<file path="src/rtl/ysyx_22041211_mem_stage.sv">
// ---------------------------------------------------------------------------
// ysyx_22041211_mem_stage
//
// Memory-access stage between execute and write-back. It takes one execute
// result at a time. Loads and stores become a single request on a valid/ready
// data-memory port, followed by a wait for the response. All other results
// pass straight through to write-back.
//
// Ports
//   clk, rst            clock and asynchronous active-high reset
//   in_*                execute-side handshake and operands
//   mem_req_*           data-memory request (word address, lane data, strobes)
//   mem_rsp_*           data-memory response (read word or write acknowledge)
//   out_valid_o/ready_i write-back handshake
//   wd_o/wreg_o/wdata_o write-back enable, register index and value
//   misalign_o          only when YSYX_22041211_MISALIGN_CHECK_EN is defined
//
// Configuration
//   YSYX_22041211_MISALIGN_CHECK_EN: trap misaligned LH/LHU/SH/LW/SW accesses
//   in DONE with misalign_o = 1, without issuing a memory request. When the
//   macro is undefined, misaligned accesses are issued and the lane shifts
//   drop whatever falls off the top.
// ---------------------------------------------------------------------------
module ysyx_22041211_mem_stage #(
  parameter int DATA_LEN = 32
) (
  input  logic                clk,
  input  logic                rst,
  input  logic                in_valid_i,
  output logic                in_ready_o,
  input  logic [DATA_LEN-1:0] alu_result_i,
  input  logic                mem_wen_i,
  input  logic [DATA_LEN-1:0] mem_wdata_i,
  input  logic [1:0]          store_type_i,
  input  logic [2:0]          load_type_i,
  input  logic                wd_i,
  input  logic [4:0]          wreg_i,
  output logic                mem_req_valid_o,
  input  logic                mem_req_ready_i,
  output logic [DATA_LEN-1:0] mem_req_addr_o,
  output logic                mem_req_wen_o,
  output logic [DATA_LEN-1:0] mem_req_wdata_o,
  output logic [3:0]          mem_req_wstrb_o,
  input  logic                mem_rsp_valid_i,
  input  logic [DATA_LEN-1:0] mem_rsp_rdata_i,
  output logic                mem_rsp_ready_o,
  output logic                out_valid_o,
  input  logic                out_ready_i,
  output logic                wd_o,
  output logic [4:0]          wreg_o,
  output logic [DATA_LEN-1:0] wdata_o
`ifdef YSYX_22041211_MISALIGN_CHECK_EN
  ,
  output logic                misalign_o
`endif
);

  typedef enum logic [1:0] {IDLE, REQ, RESP, DONE} state_e;

  localparam logic [2:0] LD_LB  = 3'b001;
  localparam logic [2:0] LD_LH  = 3'b010;
  localparam logic [2:0] LD_LW  = 3'b011;
  localparam logic [2:0] LD_LBU = 3'b100;
  localparam logic [2:0] LD_LHU = 3'b101;

  state_e              state_q;
  logic [1:0]          off_q;
  logic [2:0]          ld_type_q;
  logic [DATA_LEN-1:0] addr_q;
  logic                wen_q;
  logic [DATA_LEN-1:0] req_wdata_q;
  logic [3:0]          wstrb_q;
  logic                wd_q;
  logic [4:0]          wreg_q;
  logic [DATA_LEN-1:0] wdata_q;

  // ---- accept-side decode ------------------------------------------------
  logic [1:0]          off_d;
  logic                is_load_d;
  logic                go_mem_d;
  logic [3:0]          strb_base_d;
  logic [3:0]          st_wstrb_d;
  logic [DATA_LEN-1:0] st_wdata_d;

  assign off_d     = alu_result_i[1:0];
  // Encodings 110/111 fall outside 1..5 and behave as "no load".
  assign is_load_d = (load_type_i != 3'b000) && (load_type_i <= LD_LHU);
  assign go_mem_d  = mem_wen_i | is_load_d;

  // Shifting into a fixed-width result drops lanes past byte 3 on purpose.
  assign st_wdata_d = mem_wdata_i << {off_d, 3'b000};

  // NOTE: every variable written in always_comb gets a default first, so a
  // missed case arm cannot infer a latch.
  always_comb begin
    strb_base_d = 4'b0000;
    case (store_type_i)
      2'b01:   strb_base_d = 4'b0001;
      2'b10:   strb_base_d = 4'b0011;
      2'b11:   strb_base_d = 4'b1111;
      default: strb_base_d = 4'b0000;
    endcase
    st_wstrb_d = mem_wen_i ? (strb_base_d << off_d) : 4'b0000;
  end

`ifdef YSYX_22041211_MISALIGN_CHECK_EN
  logic misalign_d;
  logic misalign_q;

  // A store takes priority, so only its size decides alignment when both are set.
  always_comb begin
    misalign_d = 1'b0;
    if (mem_wen_i) begin
      case (store_type_i)
        2'b10:   misalign_d = off_d[0];
        2'b11:   misalign_d = (off_d != 2'b00);
        default: misalign_d = 1'b0;
      endcase
    end else if (is_load_d) begin
      case (load_type_i)
        LD_LH, LD_LHU: misalign_d = off_d[0];
        LD_LW:         misalign_d = (off_d != 2'b00);
        default:       misalign_d = 1'b0;
      endcase
    end
  end

  assign misalign_o = misalign_q;
`endif

  // ---- response-side formatting -------------------------------------------
  logic [DATA_LEN-1:0] ld_sh_d;
  logic [DATA_LEN-1:0] ld_data_d;

  assign ld_sh_d = mem_rsp_rdata_i >> {off_q, 3'b000};

  always_comb begin
    ld_data_d = ld_sh_d;
    case (ld_type_q)
      LD_LB:   ld_data_d = {{24{ld_sh_d[7]}}, ld_sh_d[7:0]};
      LD_LBU:  ld_data_d = {24'h0, ld_sh_d[7:0]};
      LD_LH:   ld_data_d = {{16{ld_sh_d[15]}}, ld_sh_d[15:0]};
      LD_LHU:  ld_data_d = {16'h0, ld_sh_d[15:0]};
      default: ld_data_d = ld_sh_d;
    endcase
  end

  // ---- FSM and transaction registers --------------------------------------
  // NOTE: sequential state uses non-blocking assignments only, so every
  // register samples the pre-edge values regardless of statement order.
  always_ff @(posedge clk or posedge rst) begin
    if (rst) begin
      // NOTE: the datapath registers are reset as well because they drive
      // ports directly and those ports must read zero out of reset.
      state_q     <= IDLE;
      off_q       <= 2'b00;
      ld_type_q   <= 3'b000;
      addr_q      <= '0;
      wen_q       <= 1'b0;
      req_wdata_q <= '0;
      wstrb_q     <= 4'b0000;
      wd_q        <= 1'b0;
      wreg_q      <= 5'd0;
      wdata_q     <= '0;
`ifdef YSYX_22041211_MISALIGN_CHECK_EN
      misalign_q  <= 1'b0;
`endif
    end else begin
      case (state_q)
        IDLE: begin
          if (in_valid_i) begin
            off_q       <= off_d;
            ld_type_q   <= load_type_i;
            addr_q      <= {alu_result_i[DATA_LEN-1:2], 2'b00};
            wen_q       <= mem_wen_i;
            req_wdata_q <= st_wdata_d;
            wstrb_q     <= st_wstrb_d;
            wd_q        <= wd_i;
            wreg_q      <= wreg_i;
`ifdef YSYX_22041211_MISALIGN_CHECK_EN
            if (misalign_d) begin
              wd_q       <= 1'b0;
              wdata_q    <= '0;
              misalign_q <= 1'b1;
              state_q    <= DONE;
            end else
`endif
            if (go_mem_d) begin
              state_q <= REQ;
            end else begin
              wdata_q <= alu_result_i;
              state_q <= DONE;
            end
          end
        end
        REQ: begin
          if (mem_req_ready_i) state_q <= RESP;
        end
        RESP: begin
          if (mem_rsp_valid_i) begin
            wdata_q <= wen_q ? '0 : ld_data_d;
            state_q <= DONE;
          end
        end
        DONE: begin
          if (out_ready_i) begin
`ifdef YSYX_22041211_MISALIGN_CHECK_EN
            misalign_q <= 1'b0;
`endif
            state_q <= IDLE;
          end
        end
        default: state_q <= IDLE;
      endcase
    end
  end

  // Handshake outputs are pure decodes of the state register.
  assign in_ready_o      = (state_q == IDLE);
  assign mem_req_valid_o = (state_q == REQ);
  assign mem_rsp_ready_o = (state_q == RESP);
  assign out_valid_o     = (state_q == DONE);

  assign mem_req_addr_o  = addr_q;
  assign mem_req_wen_o   = wen_q;
  assign mem_req_wdata_o = req_wdata_q;
  assign mem_req_wstrb_o = wstrb_q;
  assign wd_o            = wd_q;
  assign wreg_o          = wreg_q;
  assign wdata_o         = wdata_q;

endmodule
</file>
<file path="config.mk">
export PLATFORM = sky130hd
export DESIGN_NAME = ysyx_22041211_mem_stage
export DESIGN_NICKNAME = d
export VERILOG_FILES = /design/src/rtl/ysyx_22041211_mem_stage.sv
export SDC_FILE = /design/constraint.sdc
export NUM_CORES = 1
export LEC_CHECK = 0
export ABC_AREA = 1
export BUFFER_PORTS_ARGS = -buffer_cell sky130_fd_sc_hd__buf_2
export CAP_MARGIN = 15
export CORE_MARGIN = 2
export CORE_UTILIZATION = 51
export CTS_BUF_LIST = sky130_fd_sc_hd__clkbuf_4 sky130_fd_sc_hd__clkbuf_8
export CTS_CLUSTER_DIAMETER = 60
export CTS_CLUSTER_SIZE = 12
export DETAILED_ROUTE_END_ITERATION = 6
export PLACE_DENSITY_LB_ADDON = 0.3
export SETUP_SLACK_MARGIN = 0.1
export SLEW_MARGIN = 10
export SYNTH_ARGS = -nofsm -noshare
export SYNTH_HDL_FRONTEND = slang
export SYNTH_SLANG_ARGS = --single-unit
</file>
<file path="constraint.sdc">
create_clock -name clk -period 4.2 [get_ports clk]
set_input_delay 0.21 -clock clk [delete_from_list [all_inputs] [get_ports clk]]
set_output_delay 0.21 -clock clk [all_outputs]
set_load 0.02 [all_outputs]
</file>
==> summary.md <==
| Metric | Value |
|---|---|
| Status | complete, no violations |
| Max Cap Violations | 0 |
| Ys async rst share | 100% |
| Multiplexer share of the synthesized area | approximately 3.7% |
| Clock skew | between 0.015 and 0.02 ns |
| Relative slew slack | between 30 and 40% |
| Synth area leader | dfrtp_1 |
| Number of synthesized flops with an enable pin | 0 |
| Worst path required time | between 4 and 5 ns |
| Syn avg cell area | 7.90 µm² |
| Post-synthesis compound-gate area fraction | approximately 15% |
| CTS Sinks | 112 |
| Chip Width | approximately 110 µm |
| Layout Nets | around 1100 |
| Peak VDD IR | 412 µV |
| Hold WC Path Type | in2reg |
| CTS Hold Bufs | 0 |
| Pleak | 4.01 nW |
| Reg clk slew, reported paths | 0.12 ns |
| Initial antenna violation count | 2 |
| Initial Util | ~52% |
| Initial drt markers | about 280 |
| Arrival @ worst endpoint | roughly 3 ns |
| Area of all sequential standard cells | approximately 2800 µm² |
| Drt pass-1 iters | 5 |
| Ys Warns | 0 |
| Synth Flop Type | dfrtp_1 |
| Hold Fails Final Rpt | 0 |
| Die area | roughly 13000 µm² |
| CTS Buf Count | 9 |
| FP Rows | 39 |
| Setup crit end kind | flop |
| Die Y-Extent | about 110 µm |
| Post-Synth XOR/XNOR Area | 0% |
| Share of cells above drive strength 1 | between 20% and 30% |
| Post-Synthesis Cells | roughly 760 |
| Hold Slack | 0.0200 ns |
| Adder-Cell Fraction of Synth Area | under 10% |
| Post-DP HPWL | ~12 mm |
| Setup Buffers After CTS | 0 |
| WL/cell | 14.8 µm |
| Slew @ Worst Pin | 0.965 ns |
| Synth Area in Simple Gates | 25.2% |
| Crit path from | state_q[0] |
| H-tree lvl count | 3 |
| GP Congestion | roughly 0.84 |
| Pin count of the biggest net entering global routing | 66 |
| Tot GR Track Use | between 20% and 30% |
| Core ar. | ~11000 µm² |
| DR vias | approximately 5700 |
| Post-DP Area | approximately 7000 µm² |
| Min Tclk post-route | around 2.7 ns |
| Unrepaired setup endpoints after global routing | false |
| Synth top area cells | dfrtp_1, nand2_1, o21ai_0 |
| CTS tree | built |
| Critical Setup Path Class | reg2reg |
| Pwr/cell area | just over 800 nW/µm² |
| Number of remaining DRC errors | 0 |
| Root Buffer | clkbuf_8 |
| Worst Path Max Fanout | 35 |
| Finish-stage setup viols | 0 |
| Clock latency on the worst-skew pair | between 0.3 and 0.4 ns |
| FF+latch count, synth | roughly 110 |
| Most frequent cell after synthesis | nand2_1 |
| Netlist cell types | 36 |
| Setup TNS | 0 ns |
| Worst Hold Launch | wd_i |
| Total grt overflow | 0 |
| Multi-input gate area | between 2000 and 3000 µm² |
| Reg2reg start | state_q[0] |
| Synth top area share | 46.8% |
| First-pass GRT wire length | approximately 26 mm |
| Fill cells | roughly 1000 |
| Clk buf depth | 2 |
| Vias in the first global route | about 5300 |
| Synth-to-layout area growth | 21.1% |
| Post-DR vias/cell | around 5.2 |
| Cell area after synthesis | about 6000 µm² |
| IO Port Bufs | ~220 |
| Fmax | approximately 370 MHz |
| Fin crit share | between 60% and 70% |
| Main combinational cell family by area after synthesis | simple AND/OR/NAND/NOR gates |
| Startpoint Class | flop |
| CTS resizes | 0 |
| Sequential area share after synthesis | between 40% and 50% |
| Synth cell count leaders | nand2_1, dfrtp_1, nor2_1, o21ai_0, inv_1 |
| Routed WL | between 15 and 20 mm |
| IO Pins | 225 |
| Final instance area | 7260 µm² |
| Antenna Nets Post-Route | 0 |
| Pins Over Slew Limit | 0 |
layout make-up:
type,instances,area share [%]
sequential,112,38.6
timing repair buffer,226,15.7
tap,143,2.46
antenna,2,0.0689
multi-input combinational,537,36.9
clock inverter,6,0.999
inverter,63,3.39
clock buffer,10,1.90
flip-flops by register name (all words and copies together), names as in the netlist:
register         cells
mem_req_wen_o        1
ld_type_q            3
mem_req_wstrb_o      4
wdata_o             32
off_q                2
wreg_o               5
mem_req_wdata_o     32
state_q              2
mem_req_addr_o      30
wd_o                 1
through the flow:
step	cells	power [mW]	worst slack, ns	util, %
finish	1099	5.84	1.48	63.3
global route	1097	6.30	1.24	63.3
CTS	1097	5.88	1.45	63.3
detailed placement	1081	5.18	1.48	61.4
global placement	1081	5.12	1.54	61.4
floorplan	760	4.37	1.03	-
worst max-delay path, cell delays in order (launching register included):
cell and delay [ns]:
dfrtp_1 0.42, inv_1 0.12, ha_1 0.18, buf_4 0.35, inv_2 0.10, o22ai_2 0.17
nor2_1 0.07, nand2_2 0.47, inv_2 0.42, nor2_1 0.23, a21oi_2 0.04
layer usage:
layer / part of all wire [%] / up-vias / GRT usage, %
met5: 0 / - / 0
met4: 1.7 / 0 / 6.50
met3: 8.6 / 22 / 5.89
met2: 47 / 279 / 41.6
met1: 42 / 2598 / 34.5
li1: - / 2813 / -
logic make-up (layout without fill, tap and decap cells):
kind of cell,after synthesis,count (layout)
simple gates,360,360
compound gates,148,148
flops,112,112
buf+inv,111,305
mux,22,22
fa+ha+maj,5,5
other cells,1,4
power by group:
part	switching [mW]	internal, mW	leakage (nW)	total, mW
clock	0.386	0.302	0.109	0.688
sequential	0.347	1.60	1.39	1.94
combinational	2.18	1.03	2.51	3.21
total	2.91	2.93	4.01	5.84
cells in the final DEF (no fill, tap or decap), types with 5 or more instances in the layout:
master	n
dfrtp_1	112
inv_2	7
nand2_1	226
o21ai_0	65
o211ai_1	5
a21oi_1	32
nor2_1	82
buf_2	222
a21oi_2	10
mux2i_1	22
clkbuf_8	10
nand3_1	30
inv_1	53
o221ai_1	15
o21ai_1	13
nand2_2	14
ha_1	5
path summary, 6_finish.rpt:
kind	endpoint	cells past startpoint	slack, ns
max reg2reg	wdata_o[18]	10	1.48
min reg2reg	wreg_o[0]	2	0.49
max in group asynchronous	wdata_o[19]	3	3.65
min	wd_o	3	0.02
min in group asynchronous	mem_req_wdata_o[27]	3	0.03
max	wdata_o[18]	10	1.48
(Power assumes the default switching activity.)
